--- src/rtl/led_pkg.sv ---
// Shared encodings for the LED burst driver: mode select values and burst FSM states.
package led_pkg;

   localparam int unsigned MODE_W = 2;

   localparam logic [MODE_W-1:0] MODE_OFF   = 2'b00;
   localparam logic [MODE_W-1:0] MODE_SOLID = 2'b01;
   localparam logic [MODE_W-1:0] MODE_BLINK = 2'b10;
   localparam logic [MODE_W-1:0] MODE_BURST = 2'b11;

   typedef enum logic [1:0] {
      ST_IDLE   = 2'b00,
      ST_ON_PH  = 2'b01,
      ST_OFF_PH = 2'b10,
      ST_DONE   = 2'b11
   } burst_state_e;

endpackage

--- src/rtl/led_phase_timer.sv ---
// Free-running phase counter with synchronous clear; flags the last cycle of each half period.
module led_phase_timer #(
   parameter int unsigned HALF_PERIOD = 12_500_000,
   parameter int unsigned CNT_W       = 24
) (
   input  logic clk,
   input  logic rst_n,
   input  logic clr_i,
   output logic wrap_c_o
);

   localparam logic [CNT_W-1:0] LAST = CNT_W'(HALF_PERIOD - 1);

   logic [CNT_W-1:0] cnt_q, cnt_d;

   assign wrap_c_o = (cnt_q == LAST);

   always_comb begin
      cnt_d = cnt_q + CNT_W'(1);
      if (clr_i || wrap_c_o) begin
         cnt_d = '0;
      end
   end

   always_ff @(posedge clk or negedge rst_n) begin
      if (!rst_n) begin
         cnt_q <= '0;
      end else begin
         cnt_q <= cnt_d;
      end
   end

endmodule

--- src/rtl/led_burst_driver.sv ---
// Active-low LED driver: OFF, SOLID, 50% BLINK, or a counted BURST of flashes with busy/done handshake.
module led_burst_driver
   import led_pkg::*;
#(
   parameter int unsigned HALF_PERIOD = 12_500_000,
   parameter int unsigned CNT_W       = 24,
   parameter int unsigned BURST_W     = 4
) (
   input  logic               clk,
   input  logic               rst_n,
   input  logic [MODE_W-1:0]  mode_i,
   input  logic               start_i,
   input  logic [BURST_W-1:0] burst_len_i,
   output logic               busy_o,
   output logic               done_o,
   output logic               led_n_o
);

   burst_state_e       state_q, state_d;
   logic [MODE_W-1:0]  mode_q;
   logic [BURST_W-1:0] flash_q, flash_d;
   logic               led_n_q, led_n_d;
   logic               busy_q, busy_d;
   logic               done_q, done_d;
   logic               mode_chg_c;
   logic               tmr_clr_c;
   logic               wrap_c;

   assign mode_chg_c = (mode_i != mode_q);

   led_phase_timer #(
      .HALF_PERIOD (HALF_PERIOD),
      .CNT_W       (CNT_W)
   ) u_timer (
      .clk      (clk),
      .rst_n    (rst_n),
      .clr_i    (tmr_clr_c),
      .wrap_c_o (wrap_c)
   );

   // Mode decode and burst sequencing; leaving BURST forces the FSM back to IDLE.
   always_comb begin
      state_d   = ST_IDLE;
      flash_d   = '0;
      led_n_d   = 1'b1;
      busy_d    = 1'b0;
      done_d    = 1'b0;
      tmr_clr_c = mode_chg_c;

      case (mode_i)
         MODE_SOLID: begin
            led_n_d = 1'b0;
         end
         MODE_BLINK: begin
            led_n_d = mode_chg_c ? 1'b0 : (led_n_q ^ wrap_c);
         end
         MODE_BURST: begin
            state_d = state_q;
            flash_d = flash_q;
            case (state_q)
               ST_IDLE: begin
                  if (start_i) begin
                     tmr_clr_c = 1'b1;
                     busy_d    = 1'b1;
                     if (burst_len_i == '0) begin
                        state_d = ST_DONE;
                        done_d  = 1'b1;
                     end else begin
                        state_d = ST_ON_PH;
                        flash_d = burst_len_i;
                        led_n_d = 1'b0;
                     end
                  end
               end
               ST_ON_PH: begin
                  busy_d  = 1'b1;
                  led_n_d = 1'b0;
                  if (wrap_c) begin
                     state_d = ST_OFF_PH;
                     led_n_d = 1'b1;
                  end
               end
               ST_OFF_PH: begin
                  busy_d = 1'b1;
                  if (wrap_c) begin
                     flash_d = flash_q - BURST_W'(1);
                     if (flash_q == BURST_W'(1)) begin
                        state_d = ST_DONE;
                        done_d  = 1'b1;
                     end else begin
                        state_d = ST_ON_PH;
                        led_n_d = 1'b0;
                     end
                  end
               end
               ST_DONE: begin
                  state_d = ST_IDLE;
               end
               default: begin
                  state_d = ST_IDLE;
               end
            endcase
         end
         default: begin
            led_n_d = 1'b1;
         end
      endcase
   end

   always_ff @(posedge clk or negedge rst_n) begin
      if (!rst_n) begin
         state_q <= ST_IDLE;
         mode_q  <= MODE_OFF;
         flash_q <= '0;
         led_n_q <= 1'b1;
         busy_q  <= 1'b0;
         done_q  <= 1'b0;
      end else begin
         state_q <= state_d;
         mode_q  <= mode_i;
         flash_q <= flash_d;
         led_n_q <= led_n_d;
         busy_q  <= busy_d;
         done_q  <= done_d;
      end
   end

   assign led_n_o = led_n_q;
   assign busy_o  = busy_q;
   assign done_o  = done_q;

endmodule

--- config.mk ---
export PLATFORM = sky130hd
export DESIGN_NAME = led_burst_driver
export DESIGN_NICKNAME = d
export VERILOG_FILES = /design/src/rtl/led_pkg.sv /design/src/rtl/led_phase_timer.sv /design/src/rtl/led_burst_driver.sv
export SDC_FILE = /design/constraint.sdc
export NUM_CORES = 1
export LEC_CHECK = 0
export ABC_AREA = 1
export BUFFER_PORTS_ARGS = -buffer_cell sky130_fd_sc_hd__buf_2
export CORE_MARGIN = 4
export CORE_UTILIZATION = 65
export CTS_BUF_LIST = sky130_fd_sc_hd__clkbuf_16
export DETAILED_ROUTE_END_ITERATION = 10
export PLACE_DENSITY = 0.93
export SYNTH_ARGS = -nofsm -noshare
export SYNTH_HDL_FRONTEND = slang
export SYNTH_SLANG_ARGS = --single-unit
--- constraint.sdc ---
create_clock -name clk -period 2.3 [get_ports clk]
set_clock_uncertainty 0.05 [all_clocks]
set_input_delay 0.115 -clock clk [delete_from_list [all_inputs] [get_ports clk]]
set_output_delay 0.115 -clock clk [all_outputs]
set_load 0.05 [all_outputs]
==> qor.yml <==
critical_path.endpoint_type: "flop"
outcome: "finished, final reports clean"
die_area_sq_um: 4506
total_leakage_power_nw: 1.234
grtUsageTotal: 0.2590
final.min_clock_period_ns: 1.814
fp.dieH_um: 67.13
synth-warning-count: 0
ioPinCount: 12
syn_to_final_growth_pct: 11.56
tritoncts.num_buffers: 5
clkSlewWorstSetupHoldPaths_ns: 0.05
cts_sinks: 35
gp_congestion: 0.8659
cts_hold_buf: 3
dr.pass1.iters: 6
max_freq_mhz: 551.3
layout.filler_cells: 271
initial_utilization: 0.6756
setup_viol: 0
coreArea_sq_um: 3363
gr_overflow_total: 0
cpLargestDelayFamily: "simple AND/OR/NAND/NOR gates"
synth-async-reset-ratio: 1.000
setup.worst_path.class: "flop to flop"
cts_tree: "built"
grt_start_max_net_pins: 36
place.detailed.instances: 378
vdd_ir_drop_max_mv: 0.5758
utilization: 0.7537
critical_path_peak_fanout: 15
detail_route.iter0.violations: 210
synthFlopType: "sky130_fd_sc_hd__dfrtp_1"
detail_route.wirelength_um: 4969
ctsLongestPathBuffers: 2
post-route-period-util: 0.7886
net_count_of_the_mapped_netlist: 339
rsz0062_at_grt: "no"
fin_cells: 389
max_slew.worst_pin.slew_ns: 0.7510
layout.nets: 358
report.power.total_mw: 1.414
min_path_type: "input port to flop"
max_cap_violations: 0
yosysUniqueCellTypes: 28
ys_seq_area_frac: 0.3860
htreeDepth: 2
cts-resized-gates: 0
data_required_time_at_the_worst_endpoint_ns: 2.41
antenna-diode-count: 0
detail_routed_net_length_per_standard_cell_um: 12.77
grt_first_pass_wirelength_um: 8700
die-width_um: 67.13
timing.final.max_slew_violations: 0
timing.critical_path.arrival_ns: 1.92
final_antenna_net_count: 0
clockRootBuffer: "sky130_fd_sc_hd__clkbuf_16"
grt_pass1_vias: 1993
post_cts.repair.setup_buffers: 0
worstPathBufferInverterCount: 1
worstSetupStartpointType: "flop"
timing.slew.headroom: 0.4993
number_of_design_rule_violations_left_after_detail_routing: 0
row_count: 21
power_density_nw_per_um2: 557.9
crit_slowest_cell: "sky130_fd_sc_hd__dfrtp_1"
number_of_port_buffers: 11
synth.ff_latch_count: 35
critPathMaxStageDelay_ns: 0.38
critical_path.cell_chain: "ha_1 -> nand3_1 -> nor2_1 -> nand3_2 -> nand2_4 -> inv_4 -> o21ai_0 -> a21oi_1"
grt_antenna_before_repair: 0
post_route_cells_drive_above_1_share: 0.1050
number_of_synthesized_flops_with_an_enable_pin: 0
via_count: 2114
mappedNetlistArea_sq_um: 2272
insertion_delay_ns: 0.28
finalHoldViolCount: 0
syn-instance-count: 323
final_setup_tns_ns: 0
viasPerCell: 5.434
per_instance_average_area_after_synthesis_sq_um: 7.035
place_hpwl_um: 3519
## report_power, final
group          leakage (nW)  internal (mW)  switching [mW]
clock network        0.0701          0.388           0.231
logic                 0.688         0.0459           0.102
registers             0.476          0.634          0.0129
total                  1.23           1.07           0.346
## cell usage in the layout, fill, tap and decap left out, drive strengths merged
cell,count
a211oi,1
a21oi,9
buf,11
clkbuf,5
clkinv,2
dfrtp,34
dfstp,1
dlygate4sd3,3
ha,7
inv,54
nand2,80
nand3,26
nand4,6
nor2,63
nor3,13
nor3b,1
o211ai,3
o21a,2
o21ai,15
or2,1
xnor2,2
xor2,4
## state kept, by name, indices dropped and copies added, names as in the netlist
| register | cells |
|---|---|
| mode_q | 2 |
| led_n_o | 1 |
| flash_q | 4 |
| state_q | 2 |
| done_o | 1 |
| busy_o | 1 |
| u_timer.cnt_q | 24 |
## tightest hold or removal path, delay by kind of cell
kind,cells,cell delay [ns]
compound gates,2,0.22
buf+inv,1,0.09
## logic make-up after synthesis
kind of cell,count (synthesis),synth area share
buf+inv,55,0.09582
fa+ha+maj,7,0.03854
compound gates,30,0.07268
xor+xnor,6,0.02313
simple gates,190,0.3838
flops,35,0.3860
## layout make-up
type	instances	area (sq um)	area share
Tap cell	46	57.56	0.02270
Clock inverter	3	11.26	0.004442
Timing Repair Buffer	14	85.08	0.03356
Multi-Input combinational cell	233	1177	0.4645
Clock buffer	5	125.1	0.04936
Inverter	53	201.4	0.07947
Sequential cell	35	877.1	0.3460
## stage by stage
stage | area [sq um] | setup slack (ns) | hold slack (ns)
detailed placement | 2369 | 0.5356 | 0.1840
global route | 2535 | 0.3023 | 0.1417
floorplan | 2272 | 0.7988 | -0.2306
finish | 2535 | 0.4861 | 0.1373
global placement | 2369 | 0.6308 | 0.1733
CTS | 2535 | 0.4988 | 0.1307
## cells in the mapped netlist, types with 2 or more instances
cell	count	area, sq um
sky130_fd_sc_hd__nand2_1	76	285.3
sky130_fd_sc_hd__nor2_1	58	217.7
sky130_fd_sc_hd__inv_1	52	195.2
sky130_fd_sc_hd__dfrtp_1	34	850.8
sky130_fd_sc_hd__nand3_1	22	110.1
sky130_fd_sc_hd__o21ai_0	15	75.07
sky130_fd_sc_hd__a21oi_1	9	45.04
sky130_fd_sc_hd__nor3_1	9	45.04
sky130_fd_sc_hd__ha_1	7	87.58
sky130_fd_sc_hd__nand4_1	6	37.54
sky130_fd_sc_hd__nand3_2	4	40.04
sky130_fd_sc_hd__xor2_1	4	35.03
sky130_fd_sc_hd__nand2_2	3	18.77
sky130_fd_sc_hd__nor2_4	3	33.78
sky130_fd_sc_hd__nor3_2	3	30.03
sky130_fd_sc_hd__o211ai_1	3	22.52
sky130_fd_sc_hd__nor2_2	2	12.51
sky130_fd_sc_hd__o21a_1	2	15.01
sky130_fd_sc_hd__xnor2_1	2	17.52
## path summary, 6_finish.rpt
| check | startpoint | to | slack, ns | cells past startpoint |
|---|---|---|---|---|
| min | burst_len_i[3] | flash_q[3] | 0.14 | 3 |
| min reg2reg | u_timer.cnt_q[0] | u_timer.cnt_q[0] | 0.43 | 1 |
| max in group asynchronous | rst_n | u_timer.cnt_q[20] | 1.33 | 2 |
| max reg2reg | u_timer.cnt_q[0] | u_timer.cnt_q[13] | 0.49 | 8 |
| min in group asynchronous | rst_n | u_timer.cnt_q[10] | 0.39 | 2 |
| max | u_timer.cnt_q[0] | u_timer.cnt_q[13] | 0.49 | 8 |
## per-layer routing
metal,track usage,routed length (um),vias to the layer above
met1,0.3369,2223,966
met3,0.08263,316,15
met5,0,0,-
met2,0.4110,2341,77
li1,-,-,1056
met4,0.07848,87,0
(Power assumes the default switching activity.)
